**src/rtl/systolic_pkg.sv**
```systemverilog
// Shared op encodings, default geometry and a clog2 helper for the nibble-serial systolic mesh.
package systolic_pkg;

  typedef enum logic [1:0] {
    OP_PASS  = 2'd0,
    OP_MAC   = 2'd1,
    OP_SWAP  = 2'd2,
    OP_PASS3 = 2'd3
  } op_e;

  localparam int NIB_W_DEF  = 4;
  localparam int ELEM_W_DEF = 8;
  localparam int DIM_DEF    = 2;

  function automatic int clog2(input int n);
    int r;
    r = 0;
    while ((1 << r) < n) r++;
    return r;
  endfunction

endpackage

```
**src/rtl/systolic_mac_unit.sv**
```systemverilog
// Combinational multiply-accumulate for one accumulator entry; SYSTOLIC_SAT_EN selects
// saturating accumulate instead of modulo-2^W wrap.
module systolic_mac_unit #(
  parameter int ELEM_W = 8,
  parameter int W      = 16,
  parameter int SIGNED = 1
) (
  input  logic [ELEM_W-1:0] a,
  input  logic [ELEM_W-1:0] b,
  input  logic [W-1:0]      acc,
  output logic [W-1:0]      sum
);
  localparam int   PW = 2 * ELEM_W;
  localparam logic SG = (SIGNED != 0);

  logic [PW-1:0] a_x, b_x, prod;
  logic [W-1:0]  prod_w;

  // Extending both operands to PW bits makes the low PW bits of the product exact in either mode.
  assign a_x  = {{ELEM_W{SG & a[ELEM_W-1]}}, a};
  assign b_x  = {{ELEM_W{SG & b[ELEM_W-1]}}, b};
  assign prod = a_x * b_x;

  if (W > PW) begin : g_ext
    assign prod_w = {{(W-PW){SG & prod[PW-1]}}, prod};
  end else begin : g_fit
    assign prod_w = prod[W-1:0];
  end

`ifdef SYSTOLIC_SAT_EN
  function automatic logic [W-1:0] sat_acc(input logic [W:0] t);
    if (SG) begin
      if (t[W] != t[W-1]) return t[W] ? {1'b1, {(W-1){1'b0}}} : {1'b0, {(W-1){1'b1}}};
      return t[W-1:0];
    end
    return t[W] ? {W{1'b1}} : t[W-1:0];
  endfunction

  logic [W:0] total;
  assign total = {SG & acc[W-1], acc} + {SG & prod_w[W-1], prod_w};
  assign sum   = sat_acc(total);
`else
  assign sum = acc + prod_w;
`endif

endmodule

```
**src/rtl/systolic_mac_tile.sv**
```systemverilog
// Nibble-serial systolic PE: deserialises A/B blocks, forwards or swaps them with the on-tile
// accumulators, and runs a DIMxDIM outer-product MAC. Saturation via SYSTOLIC_SAT_EN.
module systolic_mac_tile
  import systolic_pkg::*;
#(
  parameter int NIB_W  = NIB_W_DEF,
  parameter int ELEM_W = ELEM_W_DEF,
  parameter int DIM    = DIM_DEF,
  parameter int SIGNED = 1
) (
  input  logic             clk,
  input  logic             rst_n,
  input  logic [NIB_W-1:0] col_in,
  input  logic             col_ctrl_in,
  input  logic [NIB_W-1:0] row_in,
  input  logic             row_ctrl_in,
  output logic [NIB_W-1:0] col_out,
  output logic             col_ctrl_out,
  output logic [NIB_W-1:0] row_out,
  output logic             row_ctrl_out,
  output logic             block_start,
  output logic             mac_busy
);
  localparam int W     = DIM * ELEM_W;
  localparam int BEATS = W / NIB_W;
  localparam int NACC  = DIM * DIM;
  localparam int IDX_W = clog2(NACC);
  localparam int IDX_R = (IDX_W > 0) ? IDX_W : 1;
  localparam int CNT_W = (clog2(BEATS) > 0) ? clog2(BEATS) : 1;

  if (W % NIB_W != 0) begin : g_err_nib
    $error("DIM*ELEM_W must be a multiple of NIB_W");
  end
  if (NACC > BEATS) begin : g_err_dim
    $error("DIM*DIM must not exceed BEATS");
  end
  if (IDX_W > BEATS - 2) begin : g_err_idx
    $error("index field overlaps the op field of the control word");
  end

  logic [CNT_W-1:0]   cnt;
  logic               boundary;
  logic [W-NIB_W-1:0] col_buf, row_buf;
  logic [BEATS-2:0]   col_cbuf, row_cbuf;
  logic [W-1:0]       col_word, row_word, col_res, row_res;
  logic [BEATS-1:0]   col_cw, row_cw;
  op_e                col_op, row_op;
  logic [IDX_R-1:0]   col_idx, row_idx;
  logic               col_swap, row_swap, mac_start;
  logic [W-1:0]       acc     [NACC];
  logic [W-1:0]       acc_mac [NACC];
  logic [W-1:0]       acc_nx  [NACC];
  logic [W-1:0]       a_lat, b_lat;
  logic               mac_pend, mac_fire;
  logic [ELEM_W-1:0]  mac_a, mac_b;
  logic [W-1:0]       mac_acc, mac_sum;
  logic [W-1:0]       col_sr, row_sr;
  logic [BEATS-1:0]   col_csr, row_csr;

  assign boundary = (cnt == CNT_W'(BEATS - 1));
  assign col_word = {col_buf, col_in};
  assign row_word = {row_buf, row_in};
  assign col_cw   = {col_cbuf, col_ctrl_in};
  assign row_cw   = {row_cbuf, row_ctrl_in};
  assign col_op   = op_e'(col_cw[BEATS-1 -: 2]);
  assign row_op   = op_e'(row_cw[BEATS-1 -: 2]);
  assign col_idx  = (IDX_W > 0) ? col_cw[IDX_R-1:0] : '0;
  assign row_idx  = (IDX_W > 0) ? row_cw[IDX_R-1:0] : '0;
  assign col_swap = boundary && (col_op == OP_SWAP) && (int'(col_idx) < NACC);
  assign row_swap = boundary && (row_op == OP_SWAP) && (int'(row_idx) < NACC);
  assign mac_start = boundary && (col_op == OP_MAC) && (row_op == OP_MAC);

  // Sequencer step k runs in beat k, so the beat counter doubles as the entry index.
  assign mac_fire = mac_pend && (cnt <= CNT_W'(NACC - 1));
  assign mac_busy = mac_fire;

  always_comb begin
    int k;
    k       = mac_fire ? int'(cnt) : 0;
    mac_a   = a_lat[W-1-(k/DIM)*ELEM_W -: ELEM_W];
    mac_b   = b_lat[W-1-(k%DIM)*ELEM_W -: ELEM_W];
    mac_acc = acc[k];
    acc_mac = acc;
    if (mac_fire) acc_mac[k] = mac_sum;
  end

  systolic_mac_unit #(
    .ELEM_W (ELEM_W),
    .W      (W),
    .SIGNED (SIGNED)
  ) u_mac (
    .a   (mac_a),
    .b   (mac_b),
    .acc (mac_acc),
    .sum (mac_sum)
  );

  // Swaps see the accumulator after any MAC write landing on the same edge; column write wins.
  always_comb begin
    col_res = col_word;
    row_res = row_word;
    acc_nx  = acc_mac;
    if (row_swap) begin
      row_res          = acc_mac[row_idx];
      acc_nx[row_idx]  = row_word;
    end
    if (col_swap) begin
      col_res          = acc_mac[col_idx];
      acc_nx[col_idx]  = col_word;
    end
  end

  always_ff @(posedge clk or negedge rst_n) begin
    if (!rst_n) begin
      cnt      <= '0;
      col_buf  <= '0;
      row_buf  <= '0;
      col_cbuf <= '0;
      row_cbuf <= '0;
      for (int n = 0; n < NACC; n++) acc[n] <= '0;
      a_lat    <= '0;
      b_lat    <= '0;
      mac_pend <= 1'b0;
      col_sr   <= '0;
      row_sr   <= '0;
      col_csr  <= '0;
      row_csr  <= '0;
    end else begin
      cnt      <= boundary ? '0 : cnt + CNT_W'(1);
      col_buf  <= col_word[W-NIB_W-1:0];
      row_buf  <= row_word[W-NIB_W-1:0];
      col_cbuf <= col_cw[BEATS-2:0];
      row_cbuf <= row_cw[BEATS-2:0];
      acc      <= acc_nx;
      if (boundary) begin
        col_sr   <= col_res;
        row_sr   <= row_res;
        col_csr  <= col_cw;
        row_csr  <= row_cw;
        mac_pend <= mac_start;
        if (mac_start) begin
          a_lat <= col_word;
          b_lat <= row_word;
        end
      end else begin
        col_sr  <= {col_sr[W-NIB_W-1:0], {NIB_W{1'b0}}};
        row_sr  <= {row_sr[W-NIB_W-1:0], {NIB_W{1'b0}}};
        col_csr <= {col_csr[BEATS-2:0], 1'b0};
        row_csr <= {row_csr[BEATS-2:0], 1'b0};
        if (mac_fire && cnt == CNT_W'(NACC - 1)) mac_pend <= 1'b0;
      end
    end
  end

  assign col_out      = col_sr[W-1 -: NIB_W];
  assign row_out      = row_sr[W-1 -: NIB_W];
  assign col_ctrl_out = col_csr[BEATS-1];
  assign row_ctrl_out = row_csr[BEATS-1];
  assign block_start  = (cnt == '0);

endmodule

```
**config.mk**
```make
export PLATFORM = sky130hd
export DESIGN_NAME = systolic_mac_tile
export DESIGN_NICKNAME = d
export VERILOG_FILES = /design/src/rtl/systolic_pkg.sv /design/src/rtl/systolic_mac_unit.sv /design/src/rtl/systolic_mac_tile.sv
export SDC_FILE = /design/constraint.sdc
export NUM_CORES = 1
export LEC_CHECK = 0
export ABC_AREA = 1
export BUFFER_PORTS_ARGS = -buffer_cell sky130_fd_sc_hd__buf_2
export CORE_MARGIN = 2
export CORE_UTILIZATION = 56
export DETAILED_ROUTE_END_ITERATION = 12
export PLACE_DENSITY = 0.77
export SLEW_MARGIN = 20
export SYNTH_ARGS = -nofsm -noshare
export SYNTH_HDL_FRONTEND = slang
export SYNTH_SLANG_ARGS = --single-unit
```
**constraint.sdc**
```tcl
create_clock -name clk -period 6.3 [get_ports clk]
set_clock_uncertainty 0.15 [all_clocks]
set_input_delay 0.315 -clock clk [delete_from_list [all_inputs] [get_ports clk]]
set_output_delay 0.315 -clock clk [all_outputs]
set_load 0.005 [all_outputs]
```
==> flow_summary_export.csv <==
group,metric,value,unit
floorplan,dieArea,0.0219,mm^2
min_path,hold_end,"col_buf[4]",
global_routing,grt_util_met3,0.0776,
placement,placement.io_buffers,23,
clocking,cts.clk_slew.worst_paths,60,ps
synth,synth-seq-cells,169,
min_path,hold_path_depth,0,
global_routing,grtUsageMet2,0.547,
floorplan,ios,24,
synth,syn_inst,1444,
clocking,cts_buffers,17,
synth,synth_nets,1566,
critical_path,path_class,"reg -> reg",
clocking,cts_tree,"built",
min_path,min-delay-start,"col_buf[0]",
route,via_per_inst,6.19,
power,power_density,468,mW/mm^2
clocking,worst_skew_pair.late_latency,440,ps
synth,synthFlopType,"dfrtp_1",
global_routing,grt_usage,0.357,
synth,synth-warning-count,0,
route,finalWirelength,38000,um
critical_path,cp_common_cell,"fa_1",
global_routing,grt_pass1_wl,59400,um
sta,finalCritPeriodShare,0.960,
power,vdd.ir_drop.worst,0.456,mV
route,wl_per_cell,21.8,um
global_routing,top_usage_layer,"met2",
placement,place_congestion,0.997,
sta,report.final.slew_viol_count,0,
sta,timing_hold_violations_final,0,
synth,async_reset_ff_frac,1.00,
route,first_pass_iters,8,
critical_path,cp_slowest_cell,"fa_1",
finish,drive_gt1_frac,0.0970,
sta,setup_viol,0,
sta,period_needed,6050,ps
power,finalPower,0.00602,W
clocking,htree_levels,4,
synth,synth.distinct_cells,46,
route,drtIter0Drc,1387,
global_routing,grt-ovfl-total,0,
route,route.detailed.drc,0,
floorplan,die_w,148,um
critical_path,cp-end-kind,"flop",
power,power_switching,0.00283,W
floorplan,design.core.area,0.0203,mm^2
sta,worst_slack,252,ps
critical_path,crit_chain,"nand2_4 -> inv_2 -> nor2_4 -> clkinvlp_4 -> buf_4 -> o221ai_1 -> fa_1 -> fa_1 -> fa_1 -> inv_1 -> fa_1 -> ha_1 -> ha_1 -> nand2_1 -> nor2_1 -> nand3_1 -> nand3_1 -> inv_1 -> nand3_2 -> nand3_1 -> nand2_1 -> o21ai_1 -> nor2_1 -> nor2_1",
min_path,hold_class,"reg -> reg",
power,comb_power_share,0.566,
critical_path,path_max_fanout,19,
global_routing,grt_pass1_vias,10531,
sta,clock.fmax,165,MHz
placement,hpwlAfterDp,27300,um
sta,worst_pin_slew,1080,ps
critical_path,start_kind,"flop",
global_routing,grt_max_degree,100,
floorplan,die_h,148,um
power,p_int,0.00319,W
clocking,clk_root_buffer_cell,"clkbuf_16",
critical_path,cp.required,6460,ps
critical_path,arrival,6210,ps
clocking,clock_sinks,169,
sta,setup_tns,0,ps
power,cellLeakagePower,6.16,nW
critical_path,rrSetupSlack,250,ps
finish,utilization,0.634,
critical_path,reg2reg_to,"col_sr[15]",
synth,synth_edf_count,0,
finish,nets,1583,
power,seqPwrFrac,0.247,
global_routing,grt.met1_usage,0.488,
power,sw_frac_of_total,0.470,
global_routing,antenna_found_initial,1,
floorplan,fp-row-count,52,
sta,timing.hold.ws,233,ps
run_status,status,"completed",
clocking,clockBufferDepth,2,
synth,syn_area,0.0116,mm^2
critical_path,slowest_delay,560,ps
sta,max_slew_margin,0.277,
floorplan,initial_utilization,0.573,
route,antenna_left,0,
job,cap_violations,0,
route,vias,10808,
finish,areaGrowthSynthToFinish,10.7,%
synth,avgSynthCellArea,8.05,um^2
critical_path,r2r_cells,24,
placement,pre_cts_ws,-157,ps
critical_path,r2r-start,"mac_pend",
power,clkPwrFrac,0.188,
synth,seq_area_frac_synth,0.364,
## kinds of logic (layout without fill, tap and decap cells)
family                     count (synthesis)  after routing  share of synthesized area
buffers and inverters                    276            306                     0.0933
and+or+nand+nor                          472            472                      0.168
adders and majority gates                110            110                      0.164
AOI/OAI and AO/OA                        402            402                      0.197
muxes                                      8              8                    0.00775
DFF                                      169            169                      0.364
other                                      0              1                          0
xor gates and xnor gates                   7              7                    0.00527
## cell usage after synthesis, drive strengths merged, types with 2 or more instances
cell / instances / area (um^2)
o211ai: 21 / 158
nor3: 6 / 30.0
o311ai: 2 / 17.5
mux2: 8 / 90.1
dfrtp: 169 / 4230
inv: 203 / 762
a221oi: 8 / 70.1
nand4: 4 / 25.0
o21ai: 203 / 1020
a22o: 2 / 17.5
nor2: 128 / 505
a22oi: 3 / 22.5
nand2: 241 / 907
o22a: 7 / 61.3
or2: 12 / 75.1
a211oi: 2 / 15.0
xor2: 2 / 17.5
o21a: 4 / 30.0
a21boi: 2 / 15.0
a2111oi: 3 / 30.0
a21oi: 85 / 425
ha: 39 / 488
o31ai: 4 / 30.0
o22ai: 41 / 257
o221ai: 11 / 96.3
clkbuf: 49 / 184
nand3: 79 / 400
xnor2: 5 / 43.8
fa: 71 / 1420
buf: 24 / 139
## power groups by stage
stage / sequential (W) / clock [W] / combinational, W
final: 0.00149 / 0.00113 / 0.00341
after global routing: 0.00150 / 0.00117 / 0.00376
after CTS: 0.00147 / 0.00112 / 0.00321
after detailed placement: 0.00149 / 0 / 0.00316
after global placement: 0.00149 / 0 / 0.00306
after floorplan: 0.00142 / 0 / 0.00227
## worst max path at each step
stage | endpoint | from | depth (start not counted) | slack [ps]
after global routing | acc[44] | mac_pend | 24 | -20
final | col_sr[15] | mac_pend | 24 | 250
after CTS | col_sr[9] | mac_pend | 22 | 30
after floorplan | row_sr[10] | mac_pend | 24 | 640
after detailed placement | col_sr[9] | mac_pend | 22 | -160
after global placement | col_sr[9] | mac_pend | 22 | 40
## layout by cell type, fill, tap and decap left out, types with 4 or more instances in the layout
cell	synthesis	final
nand4_1	4	4
buf_4	8	36
o31ai_1	4	4
mux2_2	8	8
or2_1	5	5
inv_2	11	12
nor3_1	6	5
dfrtp_1	169	168
o22ai_1	41	41
buf_2	15	22
o21a_1	4	4
nand2_1	240	239
nor2_1	122	120
or2_2	7	7
fa_1	71	71
o211ai_1	21	21
xnor2_1	5	5
dlygate4sd3_1	0	11
a221oi_1	8	5
bufinv_16	0	4
nor2_2	4	6
nand3_1	78	78
o221ai_1	11	11
inv_1	192	188
o21ai_0	163	157
clkbuf_16	0	17
o22a_1	7	7
o21ai_1	40	46
a21oi_1	85	84
ha_1	39	37
## area by class of cell
type,count,area (um^2)
Clock inverter,11,168
Sequential cell,169,4230
Tap cell,270,338
Clock buffer,21,460
Inverter,203,768
Fill cell,1760,7430
Timing Repair Buffer,71,522
Antenna cell,1,2.50
Multi-Input combinational cell,999,6380
## routing by layer
layer  vias to the layer above  wire length [um]
met4                         2              1880
met2                       659             16800
met5                         -                13
li1                       4823                 -
met1                      5182             14900
met3                       142              4350
## what timing repair did
action / 4_1_cts / 5_1_grt
endpoints found under the hold margin: 109 / 0
hold buffers: 11 / 0
endpoints found under the setup margin: 11 / 53
setup buffers: 0 / 2
resized for setup: 2 / 24
pin swaps: 0 / 1
## registers in the layout, summed over array words and instances, names as in the netlist
register,cells
mac_pend,1
a_lat,16
col_buf,12
row_csr,4
cnt,2
row_buf,12
col_sr,16
row_sr,16
acc,64
col_cbuf,3
b_lat,16
col_csr,4
row_cbuf,3
## critical path, delay by kind of cell, from the launching register on
kind | cells | cell delay, ps
adders and majority gates | 6 | 2630
buffers and inverters | 5 | 630
AOI/OAI and AO/OA | 2 | 520
and+or+nand+nor | 11 | 1480
DFF | 1 | 470
## metrics by stage
| stage | instances | area (um^2) |
|---|---|---|
| 2_1_floorplan | 1444 | 11600 |
| 3_3_place_gp | 1699 | 12000 |
| 3_5_place_dp | 1699 | 12000 |
| 4_1_cts | 1742 | 12800 |
| 5_1_grt | 1744 | 12900 |
| 6_report | 1745 | 12900 |
Power figures use the tool's default switching activity.
